### config.mk
export PLATFORM = sky130hd
export DESIGN_NAME = fp_stream_accumulator
export DESIGN_NICKNAME = d
export VERILOG_FILES = /design/src/rtl/fp_stream_accumulator.sv
export SDC_FILE = /design/constraint.sdc
export NUM_CORES = 1
export LEC_CHECK = 0
export ABC_AREA = 1
export BUFFER_PORTS_ARGS = -buffer_cell sky130_fd_sc_hd__buf_2
export CORE_MARGIN = 5
export CORE_UTILIZATION = 58
export DETAILED_ROUTE_END_ITERATION = 16
export PLACE_DENSITY = 0.79
export SLEW_MARGIN = 20
export SYNTH_ARGS = -nofsm -noshare
export SYNTH_HDL_FRONTEND = slang
export SYNTH_SLANG_ARGS = --single-unit
export TNS_END_PERCENT = 30
### constraint.sdc
create_clock -name clk -period 10.83 [get_ports clk]
set_input_delay 1.083 -clock clk [delete_from_list [all_inputs] [get_ports clk]]
set_output_delay 1.083 -clock clk [all_outputs]
set_load 0.005 [all_outputs]
### src/rtl/fp_stream_accumulator.sv
// Single-precision stream accumulator; optional saturation via FP_ACC_SATURATE_EN.
// Latency: operand accepted at edge E, sum register updated at E+3; one operand per 4 cycles.
// Backpressure: in_ready only in IDLE; final sum held in DONE until out_ready.
module fp_stream_accumulator #(
  parameter int LZC_W = 5
) (
  input  logic        clk,
  input  logic        rst_n,
  input  logic        clr,
  input  logic        in_valid,
  output logic        in_ready,
  input  logic [31:0] in_FP_val,
  input  logic        in_last,
  output logic        out_valid,
  input  logic        out_ready,
  output logic [31:0] sum_FP_val,
  output logic        ovfl
);

  typedef enum logic [2:0] {IDLE, ALIGN, ADD, NORM, DONE} state_t;

  state_t      state;
  logic [31:0] acc;
  logic [31:0] op_r;
  logic        last_r;

  // align stage registers
  logic [7:0]  al_exp;
  logic [23:0] al_big_m;
  logic [23:0] al_sml_m;
  logic        al_big_s;
  logic        al_sml_s;

  // add stage registers
  logic [7:0]  ad_exp;
  logic [24:0] ad_sum;
  logic        ad_sgn;

  // align datapath
  logic [7:0]  acc_e, op_e, big_e, sml_e, diff;
  logic [23:0] acc_m, op_m, big_m, sml_m, sml_sh;
  logic        big_s, sml_s;

  always_comb begin
    acc_e = acc[30:23];
    op_e  = op_r[30:23];
    acc_m = (acc_e == 8'd0) ? 24'd0 : {1'b1, acc[22:0]};
    op_m  = (op_e == 8'd0) ? 24'd0 : {1'b1, op_r[22:0]};
    if (op_e > acc_e) begin
      big_e = op_e;  big_m = op_m;  big_s = op_r[31];
      sml_e = acc_e; sml_m = acc_m; sml_s = acc[31];
    end else begin
      big_e = acc_e; big_m = acc_m; big_s = acc[31];
      sml_e = op_e;  sml_m = op_m;  sml_s = op_r[31];
    end
    diff   = big_e - sml_e;
    sml_sh = sml_m;
    for (int i = 0; i < 5; i++) begin
      if (diff[i]) sml_sh = sml_sh >> (1 << i);
    end
    if (diff >= 8'd25) sml_sh = 24'd0;
  end

  // add datapath: magnitude compare decides sign on subtraction
  logic [24:0] sum_c;
  logic        sgn_c;

  always_comb begin
    if (al_big_s == al_sml_s) begin
      sum_c = {1'b0, al_big_m} + {1'b0, al_sml_m};
      sgn_c = al_big_s;
    end else if (al_big_m >= al_sml_m) begin
      sum_c = {1'b0, al_big_m} - {1'b0, al_sml_m};
      sgn_c = al_big_s;
    end else begin
      sum_c = {1'b0, al_sml_m} - {1'b0, al_big_m};
      sgn_c = al_sml_s;
    end
    if (sum_c == 25'd0) sgn_c = 1'b0;
  end

  // normalize datapath
  logic [LZC_W-1:0] lzc;
  logic             found;
  logic [9:0]       exp_n;
  logic [22:0]      frac_n;
  logic             exp_le0, exp_ovf;
  logic [31:0]      res;

  always_comb begin
    lzc   = '0;
    found = 1'b0;
    for (int i = 23; i >= 0; i--) begin
      if (!found) begin
        if (ad_sum[i]) found = 1'b1;
        else           lzc   = lzc + LZC_W'(1);
      end
    end
    if (ad_sum[24]) begin
      frac_n = ad_sum[23:1];
      exp_n  = {2'b00, ad_exp} + 10'd1;
    end else begin
      frac_n = ad_sum[22:0] << lzc;
      exp_n  = {2'b00, ad_exp} - {{(10-LZC_W){1'b0}}, lzc};
    end
    exp_le0 = exp_n[9] || (exp_n == 10'd0);
    exp_ovf = !exp_n[9] && (exp_n >= 10'd255);
    if (ad_sum == 25'd0 || exp_le0)
      res = 32'h0000_0000;
    else if (exp_ovf)
`ifdef FP_ACC_SATURATE_EN
      res = {ad_sgn, 8'hFE, 23'h7F_FFFF};
`else
      res = {ad_sgn, 8'hFF, 23'h00_0000};
`endif
    else
      res = {ad_sgn, exp_n[7:0], frac_n};
  end

`ifdef FP_ACC_SATURATE_EN
  logic ovfl_r;
  assign ovfl = ovfl_r;
`else
  assign ovfl = 1'b0;
`endif

  always_ff @(posedge clk) begin
    if (!rst_n || clr) begin
      state      <= IDLE;
      acc        <= 32'h0000_0000;
      op_r       <= 32'h0000_0000;
      last_r     <= 1'b0;
      in_ready   <= 1'b1;
      out_valid  <= 1'b0;
      sum_FP_val <= 32'h0000_0000;
      al_exp     <= 8'd0;
      al_big_m   <= 24'd0;
      al_sml_m   <= 24'd0;
      al_big_s   <= 1'b0;
      al_sml_s   <= 1'b0;
      ad_exp     <= 8'd0;
      ad_sum     <= 25'd0;
      ad_sgn     <= 1'b0;
`ifdef FP_ACC_SATURATE_EN
      ovfl_r     <= 1'b0;
`endif
    end else begin
      case (state)
        IDLE: begin
          if (in_valid) begin
            op_r     <= in_FP_val;
            last_r   <= in_last;
            in_ready <= 1'b0;
            state    <= ALIGN;
          end
        end
        ALIGN: begin
          al_exp   <= big_e;
          al_big_m <= big_m;
          al_sml_m <= sml_sh;
          al_big_s <= big_s;
          al_sml_s <= sml_s;
          state    <= ADD;
        end
        ADD: begin
          ad_exp <= al_exp;
          ad_sum <= sum_c;
          ad_sgn <= sgn_c;
          state  <= NORM;
        end
        NORM: begin
          acc <= res;
`ifdef FP_ACC_SATURATE_EN
          if (ad_sum != 25'd0 && !exp_le0 && exp_ovf) ovfl_r <= 1'b1;
`endif
          if (last_r) begin
            out_valid  <= 1'b1;
            sum_FP_val <= res;
            state      <= DONE;
          end else begin
            in_ready <= 1'b1;
            state    <= IDLE;
          end
        end
        DONE: begin
          if (out_ready) begin
            out_valid <= 1'b0;
            acc       <= 32'h0000_0000;
            in_ready  <= 1'b1;
            state     <= IDLE;
          end
        end
        default: begin
          in_ready <= 1'b1;
          state    <= IDLE;
        end
      endcase
    end
  end

endmodule

Yosys cells after proc, flatten, opt, wreduce, memory -nomap -nowiden
Cells that the tools add are included.
{"block": "op_classes", "shift": 1, "eq_ne": 9, "mux": 128, "n_bitwise": 1, "magnitude_cmp": 4, "n_reduce_logical": 20, "addsub": 29}
{"op": "2-to-1 mux 24 bit", "n": 10}
{"op": "2-to-1 mux 5 bit", "n": 46}
{"op": "adder 5 x 1 -> 5 bit, second input constant", "n": 23}
{"op": "2-to-1 mux 32 bit", "n": 2}
{"op": "case mux 32 bit (2 select lines)", "n": 1}
{"op": "2-to-1 mux 1 bit", "n": 56}
{"op": "logical NOT 25 bit", "n": 2}
{"op": "2-to-1 mux 25 bit", "n": 2}
{"op": "subtractor 24 x 24 -> 25 bit", "n": 2}
{"op": "2-to-1 mux 31 bit", "n": 1}
{"op": "adder 24 x 24 -> 25 bit", "n": 1}
{"op": "greater-or-equal comparator 24 bit", "n": 1}
{"op": "2-to-1 mux 23 bit", "n": 1}
{"op": "<< shifter 23 x 5 -> 23 bit", "n": 1}
{"op": "logical NOT 8 bit", "n": 2}
{"op": "2-to-1 mux 8 bit", "n": 2}
{"op": "case mux 3 bit (5 select lines)", "n": 1}
{"op": "greater-or-equal comparator 10 x 8 -> 1 bit, second input constant", "n": 1}
{"op": "logical NOT 10 bit", "n": 1}
{"op": "2-to-1 mux 10 bit", "n": 1}
{"op": "adder 8 x 1 -> 9 bit, second input constant", "n": 1}
{"op": "2-to-1 mux 3 bit", "n": 3}
{"op": "subtractor 8 x 5 -> 9 bit", "n": 1}
{"op": "greater-or-equal comparator 8 x 5 -> 1 bit, second input constant", "n": 1}
{"op": "other kinds (19)", "n": 29}
{"block": "totals", "in_bits": 38, "elab_cells": 207, "reg_bits": 194}

Longest topological paths before layout
{"block": "depth", "depth_word": 77, "mapped_depth": 94}

Worst setup path after synthesis
Ideal clock, no wire load.
{"block": "synth_timing", "path_type": "reg-to-reg", "start": "register ad_sum[22]", "end": "register acc[8]", "t_required_ns": 10.759, "path_slack_ns": -0.379, "stages_incl_launch_ff": 82, "t_arrival_ns": 11.139, "setup_ns": 0.071, "cell_sequence": "dfxtp_1 > inv_2 > a21oi_1 > ha_1 > inv_1 > o22ai_1 > ha_1 > nand2_1 > nand2_1 > o21ai_0 > nand2_1 > ha_1 > nand2_1 > o211ai_1 > nand2_1 > nand2_1 > nand2_1 > nand2_1 > (+46 left out) > o21ai_2 > inv_2 > buf_6 > fa_1 > o31ai_1 > a211oi_1 > inv_1 > o21ai_0 > xor2_1 > inv_1 > nand4_1 > nand2_1 > nor2_1 > inv_1 > dlygate4sd3_1 > a21oi_1 > nand3_1 > a21oi_1"}
{"block": "synth_via", "elab_chain_len": 75, "elab_cells_between_ends": 105}
{"element": "from (decl)", "line": "36", "text": "logic [24:0] ad_sum;"}
{"element": "from (signal assigned)", "line": "167", "text": "ad_sum <= sum_c;"}
{"element": "2-to-1 mux 5 bit", "line": "95", "text": "if (ad_sum[i]) found = 1'b1;"}
{"element": "2-to-1 mux 5 bit", "line": "94", "text": "if (!found) begin"}
{"element": "adder 5 x 1 -> 5 bit", "line": "96", "text": "else lzc = lzc + LZC_W'(1);"}
{"element": "2-to-1 mux 5 bit", "line": "95"}
{"element": "2-to-1 mux 5 bit", "line": "94"}
{"element": "adder 5 x 1 -> 5 bit", "line": "96"}
{"element": "2-to-1 mux 5 bit", "line": "95"}
{"element": "2-to-1 mux 5 bit", "line": "94"}
{"element": "(+59 left out)"}
{"element": "2-to-1 mux 5 bit", "line": "94"}
{"element": "subtractor 8 x 5 -> 9 bit", "line": "104", "text": "exp_n = {2'b00, ad_exp} - {{(10-LZC_W){1'b0}}, lzc};"}
{"element": "2-to-1 mux 10 bit", "line": "99", "text": "if (ad_sum[24]) begin"}
{"element": "greater-or-equal comparator 10 x 8 -> 1 bit, or another cell as far along", "line": "107", "text": "exp_ovf = !exp_n[9] && (exp_n >= 10'd255);"}
{"element": "logical AND 1 bit / logical OR 1 bit (equally long branches)", "line": "107, 106"}
{"element": "2-to-1 mux 31 bit / logical OR 1 bit (equally long branches)", "line": "110, 108"}
{"element": "2-to-1 mux 32 bit *", "line": "108", "text": "if (ad_sum == 25'd0 || exp_le0)"}
{"element": "case mux 32 bit (2 select lines) *", "line": "148", "text": "case (state)"}
{"element": "to (signal assigned)", "line": "172", "text": "acc <= res;"}
{"element": "to (decl)", "line": "23", "text": "logic [31:0] acc;"}
Mark *: on every way between the ends. The rest lies on a longest branch, timed or not.
A chain may end at the register's enable or synchronous reset.

Final worst setup path
{"block": "layout_timing", "start": "register ad_sum[22]", "end": "register acc[16]"}
The elaborated chain is that of the path after synthesis.

==> metrics.md <==
| Metric | Value |
|---|---|
| Place WS | -0.261 ns |
| Ant. Diodes | 0 |
| Setup crit start | ad_sum[22] |
| HP Start | op_r[13] |
| Crit share post-route | 99.9% |
| Grt total ovfl | 0 |
| Antenna violations before repair | 0 |
| Average vias per placed instance | ~6 |
| Root buffer cell | clkbuf_16 |
| H-tree depth | 4 |
| Mapped Cells | roughly 2.8k |
| Final setup fails | 0 |
| Unrepaired setup endpoints after global routing | yes |
| DP Wirelength | 42300 um |
| Die ar. | 0.0331 mm2 |
| Residual DRC | 0 |
| Most common cell in the netlist | nand2_1 |
| Final setup margin | 0.0130 ns |
| DR WL/cell | roughly 17 um |
| Ports | 73 |
| Synth area leaders | dfxtp_1 23%, nand2_1 16%, a21oi_1 10%, ha_1 7.8%, inv_1 7.7% |
| Initial DRC Count | 2113 |
| Clock Latency Late Sink | 0.46 ns |
| Core area | 0.0294 mm2 |
| Via count | 19.0k |
| MaxCap Viol Count | 0 |
| Peak Freq | 92.4 MHz |
| First-pass GRT wire length | 87200 um |
| Crit Path Class | reg2reg |
| Worst Path Required | 11.20 ns |
| Vias in the first global route | 16.9k |
| PD cells | 282 mW/mm2 |
| Worst setup SP type | flip-flop |
| Post-Syn Area | 0.0171 mm2 |
| Sink Count | 194 |
| Pleak | around 9.1 nW |
| Run status | finished, final reports clean |
| Worst r2r src | ad_sum[22] |
| Clock-pin transition on the worst setup and hold timing paths | 0.08 ns |
| Port bufs | 71 |
| Peak VDD IR | 0.000304 V |
| R2R Setup Slk | 0.01 ns |
| Worst setup EP type | flip-flop |
| Min cycle time layout | between 10 and 15 ns |
| Largest area contributor in the netlist | dfxtp_1 |
| WP data arrival | 11.18 ns |
| Worst Max-Slew Pin Slew | approximately 1.1 ns |
| Largest net degree at the start of global routing | 93 |
| GP Congestion | 0.971 |
| Seq/Total Area, Yosys | 22.7% |
| Number of synthesized flops with an enable pin | 0 |
| Post-route ant nets | 0 |
| YS warnings | 0 |
| Fin. Hold Viols | 0 |
| Rel. slew slack | 25.1% |
| Overall power | 0.00544 W |
| CTS Buf Count | 17 |
| Max clock buf depth | 2 |
| Nets@finish | ~3.0k |
| Multi-input gate area | 0.0118 mm2 |
| CP max stage delay | between 0.3 and 0.4 ns |
| Most frequent cells after synthesis | 722 x nand2_1, 351 x inv_1, 345 x a21oi_1 |
| Worst clock skew | 0.0266 ns |
| Synth Flop Type | dfxtp_1 |
| Final Core Density | 65.6% |
| Most frequent CP cell | nand2_2 |
| FILL cells | approximately 2.7k |
| Crit-path max FO | 6 |
| RR Endpoint | acc[16] |
| Layout cells sized above 1 | 14.6% |
| Drt total wl | 56800 um |
| FF/Latch Area | 0.00389 mm2 |
| Worst path slowest cell | dfxtp_2 |
| Area share of the largest cell type after synthesis | 22.7% |
| Final Max Slew Viols | 0 |
| Syn Area/Cell | 6.07 um2 |
| Hold EP | op_r[13] |
| FP Rows | 63 |
| Yosys reg bits | 194 |
| CTS tree | done |
| Hold Crit Class | reg2reg |
| All-Layer GR Usage | between 30% and 40% |
| Die Span Y | 182 um |
| Fraction of registers with async set/reset | 0% |
| Starting Density | 58.3% |
| Synth-to-Final Area Change | 12.6% |
| Number of library cell types mapped by synthesis | 66 |
| Drt first pass iters | 6 |
| Reg2Reg Depth | between 80 and 90 |
| Post-CTS Hold Buffers | 0 |
| Hold Crit Depth | 2 |
| Die Wd | 182 um |
| Syn Nets | a little under 3k |
[layout by cell type, fill, tap and decap left out, drive strengths merged, types with 3 or more instances in the layout]
| cell type | instances |
|---|---|
| a31oi | 16 |
| o211ai | 46 |
| fa | 4 |
| nand3b | 10 |
| a211oi | 8 |
| o31ai | 7 |
| o21ai | 283 |
| nor3 | 19 |
| mux2i | 3 |
| nand4 | 19 |
| a21oi | 346 |
| o22ai | 10 |
| xor2 | 33 |
| ha | 107 |
| buf | 145 |
| nor4 | 11 |
| or2 | 6 |
| nand2 | 741 |
| clkbuf | 22 |
| nor2 | 195 |
| o221ai | 6 |
| dfxtp | 194 |
| inv | 383 |
| clkinv | 7 |
| nand3 | 201 |
| o21a | 9 |
[power breakdown]
| part | switching, W | internal [W] | leakage (nW) |
|---|---|---|---|
| clock network | 0.000315 | 0.000364 | 0.306 |
| registers | 0.0000102 | 0.000724 | 1.57 |
| logic | 0.00263 | 0.00140 | 7.22 |
[through the flow]
stage / hold slack (ns) / instances / TNS, ns / instance area, um2
floorplan: 0.424 / 2820 / 0 / 17100
global placement: 0.433 / 3192 / 0 / 17700
detailed placement: 0.441 / 3192 / -13.76 / 17700
CTS: 0.452 / 3231 / 0 / 18600
global route: 0.477 / 3246 / -34.32 / 19300
finish: 0.454 / 3246 / 0 / 19300
[layout make-up]
| type | instances | share of cell area [%] |
|---|---|---|
| well taps | 390 | 2.53 |
| inverters | 380 | 7.46 |
| clock inverters | 12 | 0.837 |
| flip-flops and latches | 194 | 20.2 |
| repair buffers | 147 | 5.31 |
| clock buffers | 20 | 2.37 |
| multi-input cells | 2103 | 61.3 |
[worst max-delay path: cells and delay by family, from the launching register on]
| kind | cells | cell delay [ns] |
|---|---|---|
| AO/OA/AOI/OAI | 14 | 2.06 |
| XOR/XNOR | 1 | 0.16 |
| adder cells (fa/ha/maj) | 12 | 2.90 |
| buffers and inverters | 13 | 1.13 |
| flip-flops | 1 | 0.33 |
| AND/OR/NAND/NOR | 46 | 4.10 |
[layer usage]
layer	wire (um)	global-route usage (%)	share of wire, %	vias up
met5	0	0	0	-
met4	2150	10.5	3.8	0
met3	4230	4.25	7.4	143
met2	26400	53.7	47	795
met1	24000	42.9	42	8774
li1	-	-	-	9290
[kinds of logic after synthesis]
kind of cell	after synthesis	share of synthesized area, %
AOI/OAI and AO/OA	745	23.4
xor gates and xnor gates	35	1.79
adders and majority gates	111	8.28
buffers and inverters	523	12.5
DFF	194	22.7
muxes	3	0.175
other	1	0.0219
and+or+nand+nor	1208	31.1
[sequential cells by signal (all words and copies together) (netlist names), 3 cells and up]
signal,cells
state,3
ad_exp,8
ad_sum,25
al_sml_m,24
al_big_m,24
op_r,32
acc,32
al_exp,8
sum_FP_val,32
[worst max path at each step]
stage / slack [ns] / to
floorplan: 0.02 / acc[8]
global placement: 0.09 / sum_FP_val[1]
detailed placement: -0.26 / sum_FP_val[9]
CTS: 0.008 / acc[21]
global route: -0.61 / acc[5]
finish: 0.01 / acc[16]
[repair_timing]
action,in CTS,in global routing
endpoints found under the hold margin,0,0
pin swaps,21,99
setup endpoints to repair,64,64
setup buffers,6,12
gates resized for setup,39,133
gates cloned,1,2
Note: power is estimated with default switching activity, not from simulation.
